File: src/rtl/rv_pipe_pkg.sv
// -----------------------------------------------------------------------------
// rv_pipe_pkg
// Shared definitions for the RV32I pipeline front end: the PC redirect FSM
// state encoding, PC width/step constants, the default reset PC and an
// alignment helper used when checking redirect targets.
// -----------------------------------------------------------------------------
package rv_pipe_pkg;

    localparam int unsigned XLEN = 32;

    // Sequential fetch advances by one 32-bit instruction
    localparam logic [XLEN-1:0] PC_STEP          = XLEN'(4);
    localparam logic [XLEN-1:0] RESET_PC_DEFAULT = XLEN'(0);

    // Low address bits that must be zero for a 4-byte aligned fetch target
    localparam logic [XLEN-1:0] ALIGN_MASK       = XLEN'(3);

    // Redirect unit modes: normal fetch, or parked after a misaligned target
    typedef enum logic {
        ST_RUN  = 1'b0,
        ST_TRAP = 1'b1
    } pc_state_e;

    // True when addr is not a legal 4-byte aligned instruction address
    function automatic logic misaligned(input logic [XLEN-1:0] addr);
        return (addr & ALIGN_MASK) != '0;
    endfunction

endpackage : rv_pipe_pkg

File: src/rtl/pc_next_mux.sv
// -----------------------------------------------------------------------------
// pc_next_mux
// Purely combinational next-PC priority select for the fetch stage.
// Priority: EX redirect (branch, then JALR) > ID redirect (JAL, not stalled)
// > sequential PC+4 (not stalled) > hold.
//
// Ports:
//   pc_i             current fetch PC
//   stall_i          fetch stall from the hazard unit
//   branch_i         taken conditional branch in EX
//   branch_target_i  branch target
//   jalr_i           JALR in EX
//   jalr_target_i    JALR target with bit 0 still raw
//   jal_i            JAL decoded in ID
//   jal_target_i     JAL target
//   next_pc_o        selected next PC (the redirect target when redirecting)
//   redirect_o       an EX or ID redirect was selected this cycle
//   ex_redirect_o    the selected redirect came from EX
//   misaligned_o     the selected redirect target is misaligned
// -----------------------------------------------------------------------------
module pc_next_mux
    import rv_pipe_pkg::*;
(
    input  logic [XLEN-1:0] pc_i,
    input  logic            stall_i,
    input  logic            branch_i,
    input  logic [XLEN-1:0] branch_target_i,
    input  logic            jalr_i,
    input  logic [XLEN-1:0] jalr_target_i,
    input  logic            jal_i,
    input  logic [XLEN-1:0] jal_target_i,
    output logic [XLEN-1:0] next_pc_o,
    output logic            redirect_o,
    output logic            ex_redirect_o,
    output logic            misaligned_o
);

    logic            ex_redirect;
    logic            id_redirect;
    logic [XLEN-1:0] ex_target;

    // Branch wins over JALR if both are ever asserted; JALR clears bit 0
    assign ex_redirect = branch_i | jalr_i;
    assign ex_target   = branch_i ? branch_target_i
                                  : (jalr_target_i & ~XLEN'(1));

    // JAL in ID is dropped while stalled (it re-asserts) and when EX flushes ID
    assign id_redirect = jal_i & ~stall_i & ~ex_redirect;

    // Next-PC priority select
    always_comb begin
        next_pc_o = pc_i;
        if (ex_redirect) begin
            next_pc_o = ex_target;
        end else if (id_redirect) begin
            next_pc_o = jal_target_i;
        end else if (!stall_i) begin
            next_pc_o = pc_i + PC_STEP;
        end
    end

    assign redirect_o    = ex_redirect | id_redirect;
    assign ex_redirect_o = ex_redirect;
    // Sequential PC+4 is never alignment-checked
    assign misaligned_o  = redirect_o & misaligned(next_pc_o);

endmodule : pc_next_mux

File: src/rtl/pc_redirect_unit.sv
// -----------------------------------------------------------------------------
// pc_redirect_unit
// Owns the fetch PC of the RV32I five-stage pipeline. Turns EX-stage branch /
// JALR decisions and ID-stage JAL into PC updates and IF/ID, ID/EX flushes,
// traps misaligned redirect targets (sticky until reset) and counts accepted
// redirects.
//
// Ports:
//   clk, rst_n        clock; synchronous active-low reset
//   StallF            fetch stall, holds PC (does not block EX redirects)
//   BranchE           taken conditional branch in EX
//   BranchTargetE     branch target
//   JalrE             JALR in EX
//   JalrTargetE       JALR target, bit 0 not yet cleared
//   JalD              JAL decoded in ID
//   JalTargetD        JAL target
//   PCF               registered fetch PC
//   FlushD            clear IF/ID this cycle (combinational)
//   FlushE            clear ID/EX this cycle (combinational)
//   TrapF             registered sticky misaligned-target trap
//   TrapPC            registered offending target
//   RedirectCount     registered count of accepted aligned redirects
// -----------------------------------------------------------------------------
module pc_redirect_unit
    import rv_pipe_pkg::*;
#(
    parameter logic [31:0] RESET_PC = RESET_PC_DEFAULT
)
(
    input  logic        clk,
    input  logic        rst_n,
    input  logic        StallF,
    input  logic        BranchE,
    input  logic [31:0] BranchTargetE,
    input  logic        JalrE,
    input  logic [31:0] JalrTargetE,
    input  logic        JalD,
    input  logic [31:0] JalTargetD,
    output logic [31:0] PCF,
    output logic        FlushD,
    output logic        FlushE,
    output logic        TrapF,
    output logic [31:0] TrapPC,
    output logic [31:0] RedirectCount
);

    pc_state_e       state_q, state_d;
    logic [XLEN-1:0] pc_q, pc_d;
    logic            trap_q, trap_d;
    logic [XLEN-1:0] trap_pc_q, trap_pc_d;
    logic [XLEN-1:0] count_q, count_d;

    logic [XLEN-1:0] next_pc;
    logic            redirect;
    logic            ex_redirect;
    logic            target_misaligned;

    pc_next_mux u_pc_next_mux (
        .pc_i            (pc_q),
        .stall_i         (StallF),
        .branch_i        (BranchE),
        .branch_target_i (BranchTargetE),
        .jalr_i          (JalrE),
        .jalr_target_i   (JalrTargetE),
        .jal_i           (JalD),
        .jal_target_i    (JalTargetD),
        .next_pc_o       (next_pc),
        .redirect_o      (redirect),
        .ex_redirect_o   (ex_redirect),
        .misaligned_o    (target_misaligned)
    );

    // Next-state logic: RUN loads the selected PC or traps; TRAP holds everything
    always_comb begin
        state_d   = state_q;
        pc_d      = pc_q;
        trap_d    = trap_q;
        trap_pc_d = trap_pc_q;
        count_d   = count_q;
        unique case (state_q)
            ST_RUN: begin
                if (target_misaligned) begin
                    state_d   = ST_TRAP;
                    trap_d    = 1'b1;
                    trap_pc_d = next_pc;
                end else begin
                    pc_d = next_pc;
                    if (redirect) begin
                        count_d = count_q + XLEN'(1);
                    end
                end
            end
            ST_TRAP: begin
                state_d = ST_TRAP;
            end
            default: begin
                state_d = ST_RUN;
            end
        endcase
    end

    // State and output registers, synchronous active-low reset
    always_ff @(posedge clk) begin
        if (!rst_n) begin
            state_q   <= ST_RUN;
            pc_q      <= RESET_PC;
            trap_q    <= 1'b0;
            trap_pc_q <= '0;
            count_q   <= '0;
        end else begin
            state_q   <= state_d;
            pc_q      <= pc_d;
            trap_q    <= trap_d;
            trap_pc_q <= trap_pc_d;
            count_q   <= count_d;
        end
    end

    // Flushes depend only on control inputs and state, never on PCF.
    // A trapping redirect still flushes in its own cycle; TRAP and reset flush always.
    assign FlushE = ~rst_n | (state_q == ST_TRAP) | ex_redirect;
    assign FlushD = ~rst_n | (state_q == ST_TRAP) | redirect;

    assign PCF           = pc_q;
    assign TrapF         = trap_q;
    assign TrapPC        = trap_pc_q;
    assign RedirectCount = count_q;

endmodule : pc_redirect_unit
File: config.mk
export PLATFORM = sky130hd
export DESIGN_NAME = pc_redirect_unit
export DESIGN_NICKNAME = d
export VERILOG_FILES = /design/src/rtl/rv_pipe_pkg.sv /design/src/rtl/pc_next_mux.sv /design/src/rtl/pc_redirect_unit.sv
export SDC_FILE = /design/constraint.sdc
export NUM_CORES = 1
export LEC_CHECK = 0
export BUFFER_PORTS_ARGS = -buffer_cell sky130_fd_sc_hd__buf_2
export CAP_MARGIN = 20
export CORE_MARGIN = 2
export CORE_UTILIZATION = 44
export CTS_BUF_LIST = sky130_fd_sc_hd__clkbuf_2 sky130_fd_sc_hd__clkbuf_4 sky130_fd_sc_hd__clkbuf_8
export DETAILED_ROUTE_END_ITERATION = 8
export GPL_ROUTABILITY_DRIVEN = 0
export GPL_TIMING_DRIVEN = 0
export PLACE_DENSITY = 0.8
export SLEW_MARGIN = 40
export SYNTH_ARGS = -nofsm -noshare
export SYNTH_HDL_FRONTEND = slang
export SYNTH_SLANG_ARGS = --single-unit
export TNS_END_PERCENT = 50
File: constraint.sdc
create_clock -name clk -period 2.6 [get_ports clk]
set_clock_uncertainty 0.05 [all_clocks]
set_input_delay 0.39 -clock clk [delete_from_list [all_inputs] [get_ports clk]]
set_output_delay 0.39 -clock clk [all_outputs]
set_load 0.03 [all_outputs]
# Word-level counts from Yosys, hierarchy flattened
# Index checks and enable logic that the tools add are counted.
dict set report word_totals {
  mem_bits_rw 0
  output_inout_bits 99
  latch_bits 0
  mem_bits_ro 0
  mem_count 0
  reg_bits 98
  wordCells 30
}
dict set report op_classes {
  n_mul 0
  n_eq_ne 0
  bitwise_logic 13
  div_mod_pow 0
  n_addsub 2
  n_mux 6
  reduce_logical 4
  magnitude_cmp 0
  shift 0
}
# cell count
set ops {}
lappend ops {{$mux W32} 4}
lappend ops {{$add A32 B1 Y32 const B} 1}
lappend ops {{$add A32 B3 Y32 const B} 1}
lappend ops {{$reduce_bool A32 Y1} 1}
lappend ops {{$not A1 Y1} 5}
lappend ops {{$or A1 B1 Y1} 5}
lappend ops {{$reduce_and A2 Y1} 2}
lappend ops {{$and A1 B1 Y1} 3}
lappend ops {{$reduce_and A3 Y1} 1}
lappend ops {{$pmux W1 S2} 1}
lappend ops {{$mux W1} 1}

# Longest topological paths before layout
# Gate-level depths: netlist of run 1.
dict set report logic_depth {
  depth_word 9
  ltp_mapped 8
  ltp_nobuf 6
}

# Modules after synthesis
# From an unflattened synthesis of run 1, not the netlist that was laid out.
dict set report unflattened {
  hier_cells 691
  area_unflattened_um2 5220.0
}
# module instances seq_area_each_um2 cells_each area_each_um2
set by_module_without_submodules {}
lappend by_module_without_submodules {pc_redirect_unit 1 1961.9 463 3757.4}
lappend by_module_without_submodules {pc_next_mux 1 0.0 228 1462.7}

# Least setup slack after synthesis of run 1
# No wires, ideal clock.
dict set report synth_timing {
  path_kind {reg-to-reg}
  from {reg pc_q[9], in the netlist PCF[9]}
  to {reg pc_q[15], in the netlist PCF[15]}
  path_buffers 0
  path_slack_ns 0.304
  t_required_ns 2.433
  arrival_time_ns 2.129
  path_stages_with_launch 6
  path_cell_list {dfxtp_1 nand4_1 or4_4 and3_1 or3_1 a22o_1}
}
dict set report synth_between {
  elab_chain_cells 4
}
# element line
set synth_rtl {}
lappend synth_rtl {{from (decl)} pc_redirect_unit.sv:48} ;# logic [XLEN-1:0] pc_q, pc_d;
lappend synth_rtl {{from (signal assigned)} pc_redirect_unit.sv:112} ;# pc_q <= pc_d;
lappend synth_rtl {{$add A32 B3 Y32} pc_next_mux.sv:58} ;# next_pc_o = pc_i + PC_STEP;
lappend synth_rtl {{$mux W32} pc_next_mux.sv:57} ;# end else if (!stall_i) begin
lappend synth_rtl {{$mux W32} pc_next_mux.sv:55} ;# end else if (id_redirect) begin
lappend synth_rtl {{$mux W32} pc_next_mux.sv:53} ;# if (ex_redirect) begin
# Every way passes these cells.
# A chain may end at the register's enable or synchronous reset.

# Worst setup path in the final report of run 1
dict set report layout_timing {
  from {reg state_q}
  to {out FlushD}
}
dict set report layout_between {
  elab_chain_cells 2
}
# element line
set layout_rtl {}
lappend layout_rtl {{from (decl)} pc_redirect_unit.sv:47} ;# pc_state_e state_q, state_d;
lappend layout_rtl {{from (signal assigned)} pc_redirect_unit.sv:111} ;# state_q <= state_d;
lappend layout_rtl {{$or A1 B1 Y1 (2 in a row)} pc_redirect_unit.sv:122} ;# assign FlushD = ~rst_n | (state_q == ST_TRAP) | redirect;
lappend layout_rtl {{to (decl)} pc_redirect_unit.sv:40} ;# output logic FlushD,
# Every way passes these cells.

==> results of run 1 <==
[Yosys cell counts (all sizes together) (9+ instances only)]
cell type / count
xor2: 12
nand3: 22
a211oi: 9
o21ai: 70
nor2: 41
a21oi: 51
or3: 19
a22oi: 20
buf: 16
dfxtp: 98
and2: 12
nor3: 18
nand2: 79
and3: 12
nand4: 24
inv: 13
clkbuf: 36
a31oi: 12
[worst max-delay path by stage]
stage / slack (ns) / depth (start not counted) / endpoint / startpoint
after global placement: -0.39 / 8 / TrapPC[23] / JalrE
after detailed placement: -0.43 / 8 / TrapPC[23] / JalrE
after CTS: -0.02 / 5 / FlushD / state_q
final: -0.11 / 5 / FlushD / state_q
after floorplan: 0.30 / 5 / PCF[15] / PCF[9]
after global routing: -0.16 / 5 / FlushD / state_q
[metrics by stage]
step           cell area (µm²)    util  setup TNS, ns  setup WS (ns)
6_report                  6993  0.5610        -0.1171        -0.1085
5_1_grt                   6993  0.5610         -1.010        -0.1646
4_1_cts                   6980  0.5600       -0.01904       -0.01904
3_5_place_dp              6768  0.5429         -15.82        -0.4255
3_3_place_gp              6761  0.5424         -14.18        -0.3920
2_1_floorplan             5555       -              0         0.3039
[per-layer routing]
layer	GRT usage	routed length, µm	vias to the layer above
met2	0.4539	9096	478
met5	0	0	-
met1	0.4283	8759	3081
met3	0.07317	2693	80
li1	-	-	3057
met4	0.1429	914	0
[report_power, final]
part           total [mW]  switching [mW]  internal [mW]
logic               0.905           0.617          0.288
clock network        1.07           0.584          0.488
registers            1.67          0.0832           1.59
[cell families after synthesis]
| family | count (synthesis) |
|---|---|
| AOI/OAI and AO/OA | 243 |
| xor gates and xnor gates | 17 |
| buffers and inverters | 66 |
| muxes | 2 |
| adders and majority gates | 2 |
| DFF | 98 |
| and+or+nand+nor | 274 |
[registers in the layout, indices dropped and copies added (netlist names)]
signal and cells:
TrapPC 32, state_q 1, RedirectCount 32, PCF 32, TrapF 1
[worst max-delay path, cell delays in order, from the launching register on]
cell and delay, ns:
dfxtp_1 0.31, clkbuf_1 0.24, nand2b_1 0.26, nor3_2 0.61, inv_1 0.21, buf_2 0.24
[area by class of cell]
cell class | instances | area [µm²] | share of cell area
multi-input combinational | 538 | 3337 | 0.4772
buffer | 52 | 230.2 | 0.03292
inverter | 14 | 52.55 | 0.007515
clock buffer | 11 | 145.1 | 0.02076
tap | 172 | 215.2 | 0.03077
timing repair buffer | 198 | 991.0 | 0.1417
clock inverter | 5 | 60.06 | 0.008588
sequential | 98 | 1962 | 0.2806
[timing repair]
action | CTS | global route
gates resized for setup | 2 | 5
hold buffers | 0 | 0
pin swaps | 0 | 2
gates cloned | 0 | 0
setup endpoints to repair | 3 | 41
==> summary.txt, run 1 <==
Status
  – Outcome: finished with violations
  – Failing checks: negative setup slack

Global route
  – Largest net degree at the start of global routing: 17
  – Initial antenna violation count: 0
  – All-Layer GR Usage: 0.3088
  – Grt ovf: 0
  – Vias in the first global route: 5879
  – First-pass GRT wire length: 31.94 mm

Power and ir drop
  – Pwr Density: 522.1 mW/mm²
  – Static Leakage: 2.866 nW
  – Peak supply drop: 0.2635 mV
  – Power, Total: 3.651 mW

Worst setup path
  – R2r startpoint: PCF[9]
  – Critical Path Fanout Max: 10
  – Endpoint type of the worst setup path: output pin
  – CP Class: reg2out
  – R2R depth: 6
  – Arr. time, crit path: 2.27 ns
  – FF-to-FF setup slack: 0.02 ns
  – Worst EP required: approximately 2.2 ns
  – CP Launch Type: register
  – Worst flop-to-flop path endpoint: PCF[13]

Cells and area
  – Post-route insts no fill: 1088
  – Commonest cells after routing, fill and taps aside: buf_2, dfxtp_1, nand2_1
  – Commonest non-fill, non-tap cell in the layout: buf_2
  – Diodes inserted: 0
  – # fillers: 1239
  – Area delta synth->final: 25.88%
  – Layout cells sized above 1: 0.2871
  – Nets: 1015

Drt
  – Via count: about 6700
  – DR iter-0 viols: between 900 and 1000
  – Post-route ant nets: 0
  – Final wirelength: between 20 and 25 mm
  – Pre-antenna DRT Iters: 7
  – DR vias/cell: slightly above 6
  – Drt drc: 0
  – Avg WL per Cell: 19.73 µm

Logic synthesis
  – Ys Warns: 0
  – Post-synth top flop: dfxtp_1
  – Complex-gate fraction of the synthesized area: 0.2926
  – Combinational family with the most area after synthesis: compound AO/OA/AOI/OAI gates
  – Fraction of registers with async set/reset: 0
  – Cells after Synth: about 700
  – Post-Syn Area: 0.005555 mm²
  – Synth area leaders: dfxtp_1, o21ai_0, nand2_1
  – Netlist cell types: 76
  – Area share of the largest cell type after synthesis: 0.3532
  – Syn nets: 806
  – EDFF count, synth: 0
  – Mux contribution to synthesized area: 0.003829
  – Yosys top cell by area: dfxtp_1
  – Post-Synth Adder-Cell Area: 0.004505
  – Seq/Total Area, Yosys: 0.3532
  – Syn avg cell area: 7.914 µm²
  – Post-Synth XOR/XNOR Area: 0.02680
  – Flop and latch count out of synthesis: 98
  – Post-Synth Simple-Gate Area: 0.2687

Die
  – Core area: 0.01247 mm²
  – Die footprint: 0.01354 mm²
  – Horiz. Die Dim: 116.4 µm
  – I/O pins: 201
  – Starting density of the core: 0.4456
  – Std-Cell Rows: 41
  – Die height: 116.4 µm

STA
  – Setup-failing EPs final: 2
  – RSZ-0062 raised after global routing: yes
  – Setup ws final: -0.1085 ns
  – Min Hold Slack: 0.2945 ns
  – Slew Limit Fails: 0
  – Fin crit share: 1.042
  – Fmax: 369.2 MHz
  – Final hold violations: 0
  – Worst relative slew slack: 0.4195
  – Period minus WS final: about 2.7 ns
  – Least-Margin Pin Slew: 0.8708 ns

Clock network
  – H-tree Lvls: 3
  – CTS Buf Count: 9
  – Max Buffers Root-to-Sink: 2
  – Clock tree sinks: 98
  – Root buffer cell: clkbuf_8
  – Clk_lat worst skew: between 0.3 and 0.4 ns
  – Worst-path clk slew: 0.10 ns
  – CTS tree: done
  – Setup bufs post-CTS: 0

Hold path
  – Worst Hold Depth: 3
  – Worst hold start: JalrTargetE[6]
  – Endpoint, Worst Hold: PCF[6]
  – Hold crit path type: in2reg

Placed design
  – DP Cell Count: 1072
  – Post-DP HPWL: around 16 mm
  – Port Buf Inserts: 198

Run
  – Total of max-cap violations: 0
No activity file was read; power rests on OpenSTA's default activity.
==> run 2: changes to the inputs <==
--- a/config.mk
+++ b/config.mk
@@ -6,13 +6,11 @@
 export NUM_CORES = 1
 export LEC_CHECK = 0
 export BUFFER_PORTS_ARGS = -buffer_cell sky130_fd_sc_hd__buf_2
-export CAP_MARGIN = 20
 export CORE_MARGIN = 2
 export CORE_UTILIZATION = 44
 export CTS_BUF_LIST = sky130_fd_sc_hd__clkbuf_2 sky130_fd_sc_hd__clkbuf_4 sky130_fd_sc_hd__clkbuf_8
 export DETAILED_ROUTE_END_ITERATION = 8
 export GPL_ROUTABILITY_DRIVEN = 0
-export GPL_TIMING_DRIVEN = 0
 export PLACE_DENSITY = 0.8
 export SLEW_MARGIN = 40
 export SYNTH_ARGS = -nofsm -noshare
==> summary.txt, run 2 (synthesis results as in run 1) <==
Status
  – Outcome: finished clean

Worst setup path
  – CP Buf/Inv Count: 1 (-2)
  – Worst path cell trace: ha_1 -> nand3_1 -> nor4_1 -> buf_4 -> o22ai_1 -> a211o_1 -> a31oi_1
  – Endpoint type of the worst setup path: register
  – CP Launch Type: register
  – Worst EP required: 2.86 ns (+0.70 ns)
  – Critical Path Fanout Max: 8 (-2)
  – Arr. time, crit path: 2.51 ns (+0.24 ns)
  – Worst path max stage delay: 0.50 ns (-0.11 ns)
  – Slowest CP cell: dfxtp_1
  – CP Class: reg2reg
  – Crit-path leading delay family: compound AO/OA/AOI/OAI gates

STA
  – Slew Limit Fails: 0 (unchanged)
  – Final hold violations: 0 (unchanged)
  – Setup-failing EPs final: 0 (-2)
  – Fin crit share: 0.8671 (-0.1746)
  – Worst relative slew slack: 0.5274 (+0.1079)
  – Min Hold Slack: 0.3089 ns (+0.01437 ns)
  – Fmax: 443.6 MHz (+20%)
  – Total negative slack: 0 ns (+0.1171 ns)
  – RSZ-0062 raised after global routing: no
  – Least-Margin Pin Slew: 0.7067 ns (-0.1641 ns)
  – Period minus WS final: 2.254 ns (-0.4541 ns)

Clock network
  – Post-CTS resize count: 0 (-2)
  – Setup bufs post-CTS: 0 (unchanged)
  – H-tree Lvls: 3 (unchanged)
  – Max Buffers Root-to-Sink: 2 (unchanged)
  – CTS tree: done
  – Clock tree sinks: 98 (unchanged)
  – Root buffer cell: clkbuf_8
  – Hold_buf cts: 0 (unchanged)
  – CTS Buf Count: 9 (unchanged)
  – Worst-path clk slew: 0.09 ns (about the same)
  – Clk_lat worst skew: 0.39 ns (about the same)

Hold path
  – Hold crit path type: in2reg

Drt
  – Final wirelength: 19.11 mm (-11%)
  – DR vias/cell: 5.891 (-4.3%)
  – Drt drc: 0 (unchanged)
  – Post-route ant nets: 0 (unchanged)
  – Avg WL per Cell: 17.66 µm (-10%)
  – Via count: 6374 (-4.8%)
  – DR iter-0 viols: 589 (-39%)
  – Pre-antenna DRT Iters: 5 (-2)

Global route
  – Vias in the first global route: 5791 (-1.5%)
  – First-pass GRT wire length: 30.05 mm (-5.9%)
  – Grt ovf: 0 (unchanged)
  – Initial antenna violation count: 0 (unchanged)
  – All-Layer GR Usage: 0.2839 (-0.02487)
  – Largest net degree at the start of global routing: 52 (+35)

Die
  – Starting density of the core: 0.4456 (unchanged)
  – I/O pins: 201 (unchanged)
  – Die height: 116.4 µm (unchanged)
  – Die footprint: 0.01354 mm² (unchanged)
  – Horiz. Die Dim: 116.4 µm (unchanged)
  – Core area: 0.01247 mm² (unchanged)
  – Std-Cell Rows: 41 (unchanged)

Cells and area
  – Area of the multi-input gates: 0.003336 mm² (about the same)
  – Nets: 1009 (-0.59%)
  – Commonest non-fill, non-tap cell in the layout: buf_2
  – # fillers: 1233 (-0.48%)
  – Commonest cells after routing, fill and taps aside: buf_2, dfxtp_1, nand2_1
  – Layout cells sized above 1: 0.3187 (+0.03156)
  – Reg area: 0.001962 mm² (unchanged)
  – Diodes inserted: 0 (unchanged)
  – Area delta synth->final: 28.40%

Placed design
  – Port Buf Inserts: 199 (+0.51%)
  – Post-DP HPWL: 14.23 mm (-11%)

Power and ir drop
  – Share of total power in sequential cells: 0.464 (+0.005)
  – Sw frac: 0.3281 (-0.02341)
  – Pwr Density: 509.5 mW/mm² (-2.4%)
  – Internal: 2.442 mW (+3.1%)
  – Clock power frac: 0.291 (-0.003)
  – Peak supply drop: 0.3029 mV (+15%)
  – Logic pwr share: 0.245 (-0.003)
  – Sw Pwr: 1.193 mW (-7.1%)
  – Static Leakage: 2.988 nW (+4.2%)

Run
  – Total of max-cap violations: 0 (unchanged)
[run 2: layout make-up]
class                   instances  share of cell area
multi-input cells             538              0.4676
flip-flops and latches         98              0.2750
repair buffers                244              0.1905
well taps                     172             0.03017
clock buffers                  14             0.02438
inverters                      14            0.007367
clock inverters                 2            0.004911
[run 2: through the flow]
step           area [µm²]  power, mW  worst slack [ns]  std cells  utilization
2_1_floorplan        5555      2.234            0.3039        702            -
3_3_place_gp         6914      2.583            0.1528       1066       0.5547
3_5_place_dp         6922      2.597            0.1193       1066       0.5553
4_1_cts              7131      3.636            0.3761       1082       0.5720
5_1_grt              7133      3.785            0.2321       1082       0.5722
6_report             7133      3.634            0.3456       1082       0.5722
[run 2: path summary, 6_finish.rpt]
check | startpoint | endpoint | slack (ns) | cells after the start
setup / recovery | PCF[2] | TrapPC[22] | 0.35 | 7
hold / removal | JalrTargetE[6] | TrapPC[6] | 0.31 | 3
setup reg to reg | PCF[2] | TrapPC[22] | 0.35 | 7
hold reg to reg | TrapPC[28] | TrapPC[28] | 0.41 | 2
[run 2: per-layer routing]
metal | GRT usage | up-vias | wire length [µm]
met4 | 0.1254 | 0 | 726
met1 | 0.3812 | 2955 | 8308
li1 | - | 3041 | -
met3 | 0.05760 | 53 | 1708
met5 | 0 | - | 0
met2 | 0.4426 | 325 | 8367
[run 2: worst register-to-register path, cell delays in order, from the launching register on]
cell and delay [ns]:
dfxtp_1 0.50, ha_1 0.30, nand3_1 0.23, nor4_1 0.33, buf_4 0.19, o22ai_1 0.09, a211o_1 0.32, a31oi_1 0.17
[run 2: power groups by stage]
stage / Sequential, mW / Combinational [mW] / Clock [mW]
global route: 1.70 / 0.954 / 1.13
finish: 1.69 / 0.890 / 1.06
floorplan: 1.87 / 0.369 / 0
detailed placement: 1.72 / 0.879 / 0
global placement: 1.72 / 0.866 / 0
CTS: 1.68 / 0.880 / 1.07
